**config.mk**
```make
export PLATFORM = sky130hd
export DESIGN_NAME = line_sensor_conditioner
export DESIGN_NICKNAME = d
export VERILOG_FILES = /design/src/rtl/line_sensor_pkg.sv /design/src/rtl/sensor_debounce.sv /design/src/rtl/line_sensor_conditioner.sv
export SDC_FILE = /design/constraint.sdc
export NUM_CORES = 1
export LEC_CHECK = 0
export CAP_MARGIN = 0
export CORE_ASPECT_RATIO = 0.8
export CORE_MARGIN = 2
export CORE_UTILIZATION = 66
export DETAILED_ROUTE_END_ITERATION = 7
export DONT_BUFFER_PORTS = 1
export PLACE_DENSITY = 0.82
export SYNTH_ARGS = -nofsm -noshare
export SYNTH_HDL_FRONTEND = slang
export SYNTH_SLANG_ARGS = --single-unit
```
**constraint.sdc**
```tcl
create_clock -name clk -period 3.1 [get_ports clk]
set_input_delay 0.31 -clock clk [delete_from_list [all_inputs] [get_ports clk]]
set_output_delay 0.31 -clock clk [all_outputs]
set_load 0.1 [all_outputs]
```
**src/rtl/line_sensor_pkg.sv**
```systemverilog
// Shared constants for the IR line-sensor front end: channel count and ordering,
// default timing parameters and a counter-width helper.
package line_sensor_pkg;

  localparam int NUM_CH = 3;

  // Bit positions inside every {f,l,r} vector
  localparam int CH_F = 2;
  localparam int CH_L = 1;
  localparam int CH_R = 0;

  localparam int DEF_PRESCALE   = 100;
  localparam int DEF_DEBOUNCE_N = 4;
  localparam int DEF_LOST_TICKS = 1000;

  // Bits needed to hold values 0..max_val, never less than one bit
  function automatic int cnt_width(input int max_val);
    return (max_val < 1) ? 1 : $clog2(max_val + 1);
  endfunction

endpackage : line_sensor_pkg

```
**src/rtl/sensor_debounce.sv**
```systemverilog
// One sensor channel: 2-flop synchroniser, polarity invert and a tick-driven
// debounce counter that flips the clean level after DEBOUNCE_N differing ticks.
// flip_o is high in the cycle before out_o takes its new value.
module sensor_debounce
  import line_sensor_pkg::*;
#(
  parameter int DEBOUNCE_N = DEF_DEBOUNCE_N
) (
  input  logic clk,
  input  logic reset_i,
  input  logic raw_i,
  input  logic invert_i,
  input  logic tick_i,
  output logic out_o,
  output logic flip_o
);

  localparam int DW = cnt_width(DEBOUNCE_N);

  logic          sync1_q;
  logic          sync2_q;
  logic          out_q;
  logic          out_d;
  logic [DW-1:0] dcnt_q;
  logic [DW-1:0] dcnt_d;
  logic          s;

  // Invert is applied after the synchroniser, so a polarity change is debounced too
  assign s = sync2_q ^ invert_i;

  // Two-stage synchroniser for the asynchronous sensor pin
  always_ff @(posedge clk or posedge reset_i) begin
    if (reset_i) begin
      sync1_q <= 1'b0;
      sync2_q <= 1'b0;
    end else begin
      sync1_q <= raw_i;
      sync2_q <= sync1_q;
    end
  end

  // Debounce decision: count consecutive differing ticks, flip on the last one
  always_comb begin
    dcnt_d = dcnt_q;
    out_d  = out_q;
    flip_o = 1'b0;
    if (tick_i) begin
      if (s == out_q) begin
        dcnt_d = '0;
      end else if (dcnt_q == DW'(DEBOUNCE_N - 1)) begin
        out_d  = s;
        dcnt_d = '0;
        flip_o = 1'b1;
      end else begin
        dcnt_d = dcnt_q + DW'(1);
      end
    end
  end

  // Debounce state registers
  always_ff @(posedge clk or posedge reset_i) begin
    if (reset_i) begin
      dcnt_q <= '0;
      out_q  <= 1'b0;
    end else begin
      dcnt_q <= dcnt_d;
      out_q  <= out_d;
    end
  end

  assign out_o = out_q;

endmodule : sensor_debounce

```
**src/rtl/line_sensor_conditioner.sv**
```systemverilog
// Front end between the raw IR line sensors {f,l,r} and the line-follower FSM.
// Shared sample-tick prescaler, per-channel debounce, sticky valid flag and a
// one-cycle change pulse. Optional line-lost detection is built when the
// macro LINE_LOST_EN is defined; otherwise line_lost is tied low.
module line_sensor_conditioner
  import line_sensor_pkg::*;
#(
  parameter int PRESCALE   = DEF_PRESCALE,
  parameter int DEBOUNCE_N = DEF_DEBOUNCE_N,
  parameter int LOST_TICKS = DEF_LOST_TICKS
) (
  input  logic              clk,
  input  logic              reset,
  input  logic [NUM_CH-1:0] raw_sensor,
  input  logic [NUM_CH-1:0] cfg_invert,
  output logic [NUM_CH-1:0] sensor_out,
  output logic              sensor_vld,
  output logic              sensor_chg,
  output logic              line_lost
);

  localparam int PW = cnt_width(PRESCALE - 1);
  localparam int VW = cnt_width(DEBOUNCE_N);

  if (PRESCALE < 1 || DEBOUNCE_N < 1 || LOST_TICKS < 1) begin : g_param_check
    $error("line_sensor_conditioner: PRESCALE, DEBOUNCE_N and LOST_TICKS must be >= 1");
  end

  logic [PW-1:0]     pre_cnt_q;
  logic              tick;
  logic [VW-1:0]     vcnt_q;
  logic              vld_q;
  logic              chg_q;
  logic [NUM_CH-1:0] flip;
  logic [NUM_CH-1:0] out_d;

  assign tick = (pre_cnt_q == PW'(PRESCALE - 1));

  // Sample-tick prescaler: counts 0..PRESCALE-1 and wraps on the tick
  always_ff @(posedge clk or posedge reset) begin
    if (reset) begin
      pre_cnt_q <= '0;
    end else if (tick) begin
      pre_cnt_q <= '0;
    end else begin
      pre_cnt_q <= pre_cnt_q + PW'(1);
    end
  end

  // One debouncer per channel; index order follows CH_F/CH_L/CH_R
  for (genvar gi = 0; gi < NUM_CH; gi++) begin : g_ch
    sensor_debounce #(
      .DEBOUNCE_N(DEBOUNCE_N)
    ) u_deb (
      .clk     (clk),
      .reset_i (reset),
      .raw_i   (raw_sensor[gi]),
      .invert_i(cfg_invert[gi]),
      .tick_i  (tick),
      .out_o   (sensor_out[gi]),
      .flip_o  (flip[gi])
    );
  end

  // Level sensor_out will hold after this edge
  assign out_d = sensor_out ^ flip;

  // Valid becomes sticky once a full debounce window of ticks has elapsed
  always_ff @(posedge clk or posedge reset) begin
    if (reset) begin
      vcnt_q <= '0;
      vld_q  <= 1'b0;
    end else if (tick) begin
      if (vcnt_q != VW'(DEBOUNCE_N)) vcnt_q <= vcnt_q + VW'(1);
      if (vcnt_q == VW'(DEBOUNCE_N - 1)) vld_q <= 1'b1;
    end
  end

  // Change pulse lands on the same edge as the new sensor_out, one per tick
  always_ff @(posedge clk or posedge reset) begin
    if (reset) chg_q <= 1'b0;
    else       chg_q <= |flip;
  end

  assign sensor_vld = vld_q;
  assign sensor_chg = chg_q;

`ifdef LINE_LOST_EN
  localparam int LW = cnt_width(LOST_TICKS);

  logic [LW-1:0] lcnt_q;
  logic [LW-1:0] lcnt_d;
  logic          lost_q;
  logic          lost_d;

  // Count all-dark ticks once valid; any line seen clears count and flag
  always_comb begin
    lcnt_d = lcnt_q;
    lost_d = lost_q;
    if (|out_d) begin
      lcnt_d = '0;
      lost_d = 1'b0;
    end else if (tick && vld_q && (sensor_out == '0)) begin
      if (lcnt_q != LW'(LOST_TICKS)) lcnt_d = lcnt_q + LW'(1);
      if (lcnt_q >= LW'(LOST_TICKS - 1)) lost_d = 1'b1;
    end
  end

  // Line-lost state registers
  always_ff @(posedge clk or posedge reset) begin
    if (reset) begin
      lcnt_q <= '0;
      lost_q <= 1'b0;
    end else begin
      lcnt_q <= lcnt_d;
      lost_q <= lost_d;
    end
  end

  assign line_lost = lost_q;
`else
  assign line_lost = 1'b0;
`endif

endmodule : line_sensor_conditioner

```
* After elaboration in Yosys (flattened, before gate mapping)
Cells that the tools add are included.
Word-level totals: input port bits 8, bits in registers 30, word-level logic and storage cells 58, output and inout port bits 6
Operators by class: bitwise operators 6, equality and inequality tests 9, multiplexer cells 16, $add $sub $neg 5, reduce and logical (&&, ||, !) cells 6
Operators with widths (number):
- $mux W3 | 6
- $add A3 B1 Y3 const B | 4
- $eq A3 B2 Y1 const B | 4
- $mux W1 | 9
- $reduce_and A3 Y1 | 3
- $add A7 B1 Y7 const B | 1
- $eq A7 B7 Y1 const B | 1
- $mux W7 | 1
- $reduce_and A2 Y1 | 2
- $eq A1 B1 Y1 | 3
- $ne A3 B3 Y1 const B | 1
- $not A1 Y1 | 3
- $reduce_or A3 Y1 | 1
- $xor A1 B1 Y1 | 3

* Longest topological paths before layout
word-level depth 5, depth in mapped cells 5, gate-level depth less buffers 5

* By module
From an unflattened synthesis, not the netlist that was laid out.
Unflattened totals: cells, all modules 119, area, all modules 1393.8 sq um
Modules (own cells, without submodules):
- sensor_debounce | cells each 23, area each 270.3 sq um, times used 3, seq. area each 150.1 sq um
- line_sensor_conditioner | cells each 50, area each 583.1 sq um, times used 1, seq. area each 300.3 sq um

* Least setup slack after synthesis
OpenSTA, ideal clock, no wires.
kind register -> register, from reg pre_cnt_q[0], to reg g_ch[2].u_deb.dcnt_q[0], buffers on the path 1, cell stages (with the launch flop) 6, library setup time 0.125 ns, data arrival time 1.420 ns, data required time 2.975 ns, clock period less this slack 1.545 ns, path slack 1.555 ns, cells stage by stage dfrtp_1 -> ha_1 -> and4bb_1 -> buf_6 -> and4b_1 -> mux2_2
Between the ends: word-level cells in the longest chain between the ends 1
RTL lines:
- from (decl) | line line_sensor_conditioner.sv:29 | logic [PW-1:0] pre_cnt_q;
- from (signal assigned) | line line_sensor_conditioner.sv:46 | pre_cnt_q <= pre_cnt_q + PW'(1);
- $eq A7 B7 Y1 | line line_sensor_conditioner.sv:37 | assign tick = (pre_cnt_q == PW'(PRESCALE - 1));
- to (signal assigned) | line sensor_debounce.sv:66 | dcnt_q <= dcnt_d;
- to (decl) | line sensor_debounce.sv:24 | logic [DW-1:0] dcnt_q;
No other way between the ends. A chain may end at the register's enable or synchronous reset.

* Worst setup path after layout
from reg pre_cnt_q[0], to reg g_ch[0].u_deb.out_q
Between the ends: word-level cells in the longest chain between the ends 2
RTL lines:
- $eq A7 B7 Y1 | line line_sensor_conditioner.sv:37
- $reduce_and A3 Y1 (no source line)
- to (signal assigned) | line sensor_debounce.sv:67 | out_q <= out_d;
- to (decl) | line sensor_debounce.sv:22 | logic out_q;
No other way between the ends.

==> impl_metrics.csv <==
group,metric,value,unit
synth,synth_xor_area_share,10.55,%
clocking,cts_setup_buffers,0,
synth,synth.cell_area,1459,um^2
detailed_routing,drc,0,
clocking,clockBufferDepth,2,
global_route,grt_pass1_wl,3850,um
placed_design,port_buffers,0,
synth,synth_seq_area_share,51.46,%
sta,max_freq,533.0,MHz
clocking,cts_resized,0,
synth,synth_top_family_by_area,"simple AND/OR/NAND/NOR gates",
synth,synth_compound_area_share,10.46,%
synth,yosysWarnings,0,
pwr,p_leak,0.7277,nW
worst_setup_path,arrival,2.06,ns
finish,nets,140,
clocking,cts_root_buffer,"clkbuf_4",
finish,syn2layout_area_growth,6.347,%
synth,yosysUniqueCellTypes,39,
global_route,grt_pass1_vias,893,
synth,muxShareOfSynthArea,3.002,%
finish,n_antenna_cell,0,
synth,synthTopCellsByArea,"dfrtp_1, ha_1, xnor2_1",
worst_setup_path,worstPathRequired,3.28,ns
worst_setup_path,path_class,"reg -> reg",
synth,async_flop_share,100.0,%
sta,maxSlewViolCount,0,
floorplan,ios,14,
synth,syn_nets,134,
sta,setup_viol,0,
floorplan,die_h,46.05,um
worst_setup_path,cp_max_fo,11,
global_route,gr-usage-all-layers,20.62,%
finish,regArea,750.7,um^2
detailed_routing,antenna_left,0,
sta,hold_slack,0.1320,ns
worst_setup_path,setup.worst_path.end_class,"flop",
clocking,numCtsBuffers,5,
synth,synth_ff_type,"dfrtp_1",
worst_setup_path,ff2ff_path_depth,4,
synth,synthMostInstantiatedCell,"dfrtp_1",
detailed_routing,drtIter0Drc,14,
flow_run,maxCapViolCount,0,
detailed_routing,wirelength,2311,um
floorplan,coreArea,2121,um^2
detailed_routing,vias,894,
sta,min_period,1.876,ns
synth,syn_area_per_cell,12.26,um^2
synth,synthCells,119,
clocking,h-tree-depth,2,
worst_setup_path,crit_path_start_kind,"flop",
clocking,clk_pin_slew,0.10,ns
placed_design,gp_congestion,0.8379,
synth,synth_top_cell_area_share,51.46,%
sta,fin_skew,0.01408,ns
sta,rsz0062_at_grt,"no",
worst_hold_path,hold_class,"in -> async",
detailed_routing,viasPerCell,5.921,
synth,yosys.area_share.adder,6.003,%
pwr,power.density,434.0,nW/um^2
detailed_routing,dr.pass1.iters,4,
clocking,cts.sinks,30,
detailed_routing,wl_per_cell,15.30,um
floorplan,dieArea,2605,um^2
clocking,insertion_delay,0.33,ns
sta,timing.setup.tns,0,ns
clocking,ctsHoldBuffers,3,
finish,drive_above_1_share,11.90,%
sta,period_share,60.52,%
worst_setup_path,r2r-start,"pre_cnt_q[0]",
sta,hold_viol,0,
clocking,cts_tree,"yes",
global_route,antenna_found_initial,0,
floorplan,rows,15,
outcome,status,"complete, no violations",
synth,yosys.area_share.simple,12.95,%
synth,yosys-top-cells-count,"dfrtp_1, ha_1, inv_1, xnor2_1",
worst_setup_path,rrSetupSlack,1.22,ns
sta,relSlewSlack,27.05,%
global_route,grt.overflow.total,0,
sta,tightest_slew,1.093,ns
finish,multi_input_area,630.6,um^2
worst_setup_path,r2r-end,"g_ch[0].u_deb.out_o",
pwr,ir_drop,0.0003502,V
synth,synth.largest_area_cell,"dfrtp_1",
global_route,grt_max_degree,31,
synth,synth-seq-cells,30,
pwr,total_power,0.6734,mW
floorplan,start_util,68.79,%
placed_design,hpwlAfterDp,1581,um
synth,synth_edf_count,0,
floorplan,fp.dieW,56.57,um
finish,n_fill_cell,152,
## layout by cell type, fill, tap and decap left out, types with 2 or more instances in the layout
cell type / instances
nor2_1: 5
buf_4: 3
mux2_2: 2
ha_1: 7
dfrtp_1: 30
xor3_1: 2
a31oi_1: 6
xnor2_1: 7
a21oi_1: 3
o32ai_1: 2
clkbuf_4: 5
nand3_1: 6
o21a_1: 2
dlygate4sd3_1: 3
a22o_1: 2
nor4b_1: 2
nand2b_1: 2
nand2_1: 3
inv_1: 7
xnor3_1: 2
nor2b_1: 3
and2_1: 2
## kinds of logic (layout without fill, tap and decap cells)
kind of cell    Yosys count  after routing
compound gates           21             21
xor+xnor                 11             11
fa+ha+maj                 7              7
buf+inv                  14             21
flops                    30             30
mux                       4              4
other cells               1              1
simple gates             31             31
## worst max-delay path, stage by stage, from the launching register on
cell	delay, ns
dfrtp_1	0.39
ha_1	0.27
and4bb_1	0.50
and2_1	0.42
a31oi_1	0.16
## stage by stage
stage	setup slack, ns	std cells	instance area [um^2]	utilization, %
4_1_cts	1.230	151	1551	73.16
6_report	1.224	151	1551	73.16
3_3_place_gp	1.333	140	1461	68.91
2_1_floorplan	1.555	119	1459	-
5_1_grt	1.026	151	1551	73.16
3_5_place_dp	1.237	140	1461	68.91
## flip-flops by register name, summed over array words and instances (netlist names)
signal and cells:
g_ch.u_deb.dcnt_q 9, pre_cnt_q 7, g_ch.u_deb.out_o 3, g_ch.u_deb.sync1_q 3, g_ch.u_deb.sync2_q 3, vcnt_q 3
sensor_chg 1, sensor_vld 1
## how the worst max path moves through the flow
| stage | start | end | cells after the start |
|---|---|---|---|
| 2_1_floorplan | pre_cnt_q[0] | g_ch[2].u_deb.dcnt_q[0] | 5 |
| 3_3_place_gp | pre_cnt_q[0] | g_ch[2].u_deb.dcnt_q[1] | 4 |
| 3_5_place_dp | pre_cnt_q[0] | g_ch[0].u_deb.out_o | 4 |
| 4_1_cts | pre_cnt_q[0] | g_ch[0].u_deb.out_o | 4 |
| 5_1_grt | pre_cnt_q[0] | g_ch[0].u_deb.out_o | 4 |
| 6_report | pre_cnt_q[0] | g_ch[0].u_deb.out_o | 4 |
## routing by layer
metal	vias to the layer above	GRT usage, %	share of wire [%]
met5	-	0	0
li1	429	-	-
met1	442	25.32	49
met4	0	11.43	1.8
met2	18	33.49	45
met3	5	6.180	4.1
## area by class of cell
| cell class | instances | area share, % |
|---|---|---|
| Multi-Input combinational cell | 75 | 40.65 |
| Clock inverter | 1 | 0.3226 |
| Sequential cell | 30 | 48.39 |
| Inverter | 7 | 1.694 |
| Tap cell | 25 | 2.016 |
| Clock buffer | 7 | 3.548 |
| Timing Repair Buffer | 6 | 3.387 |
## report_power, final
part           total, mW  leakage (nW)  switching, mW  internal [mW]
Clock              0.241        0.0353          0.131          0.110
Sequential         0.397         0.365        0.00240          0.395
Combinational     0.0349         0.328         0.0203         0.0145
Total              0.673         0.728          0.154          0.519
(Power assumes the default switching activity.)
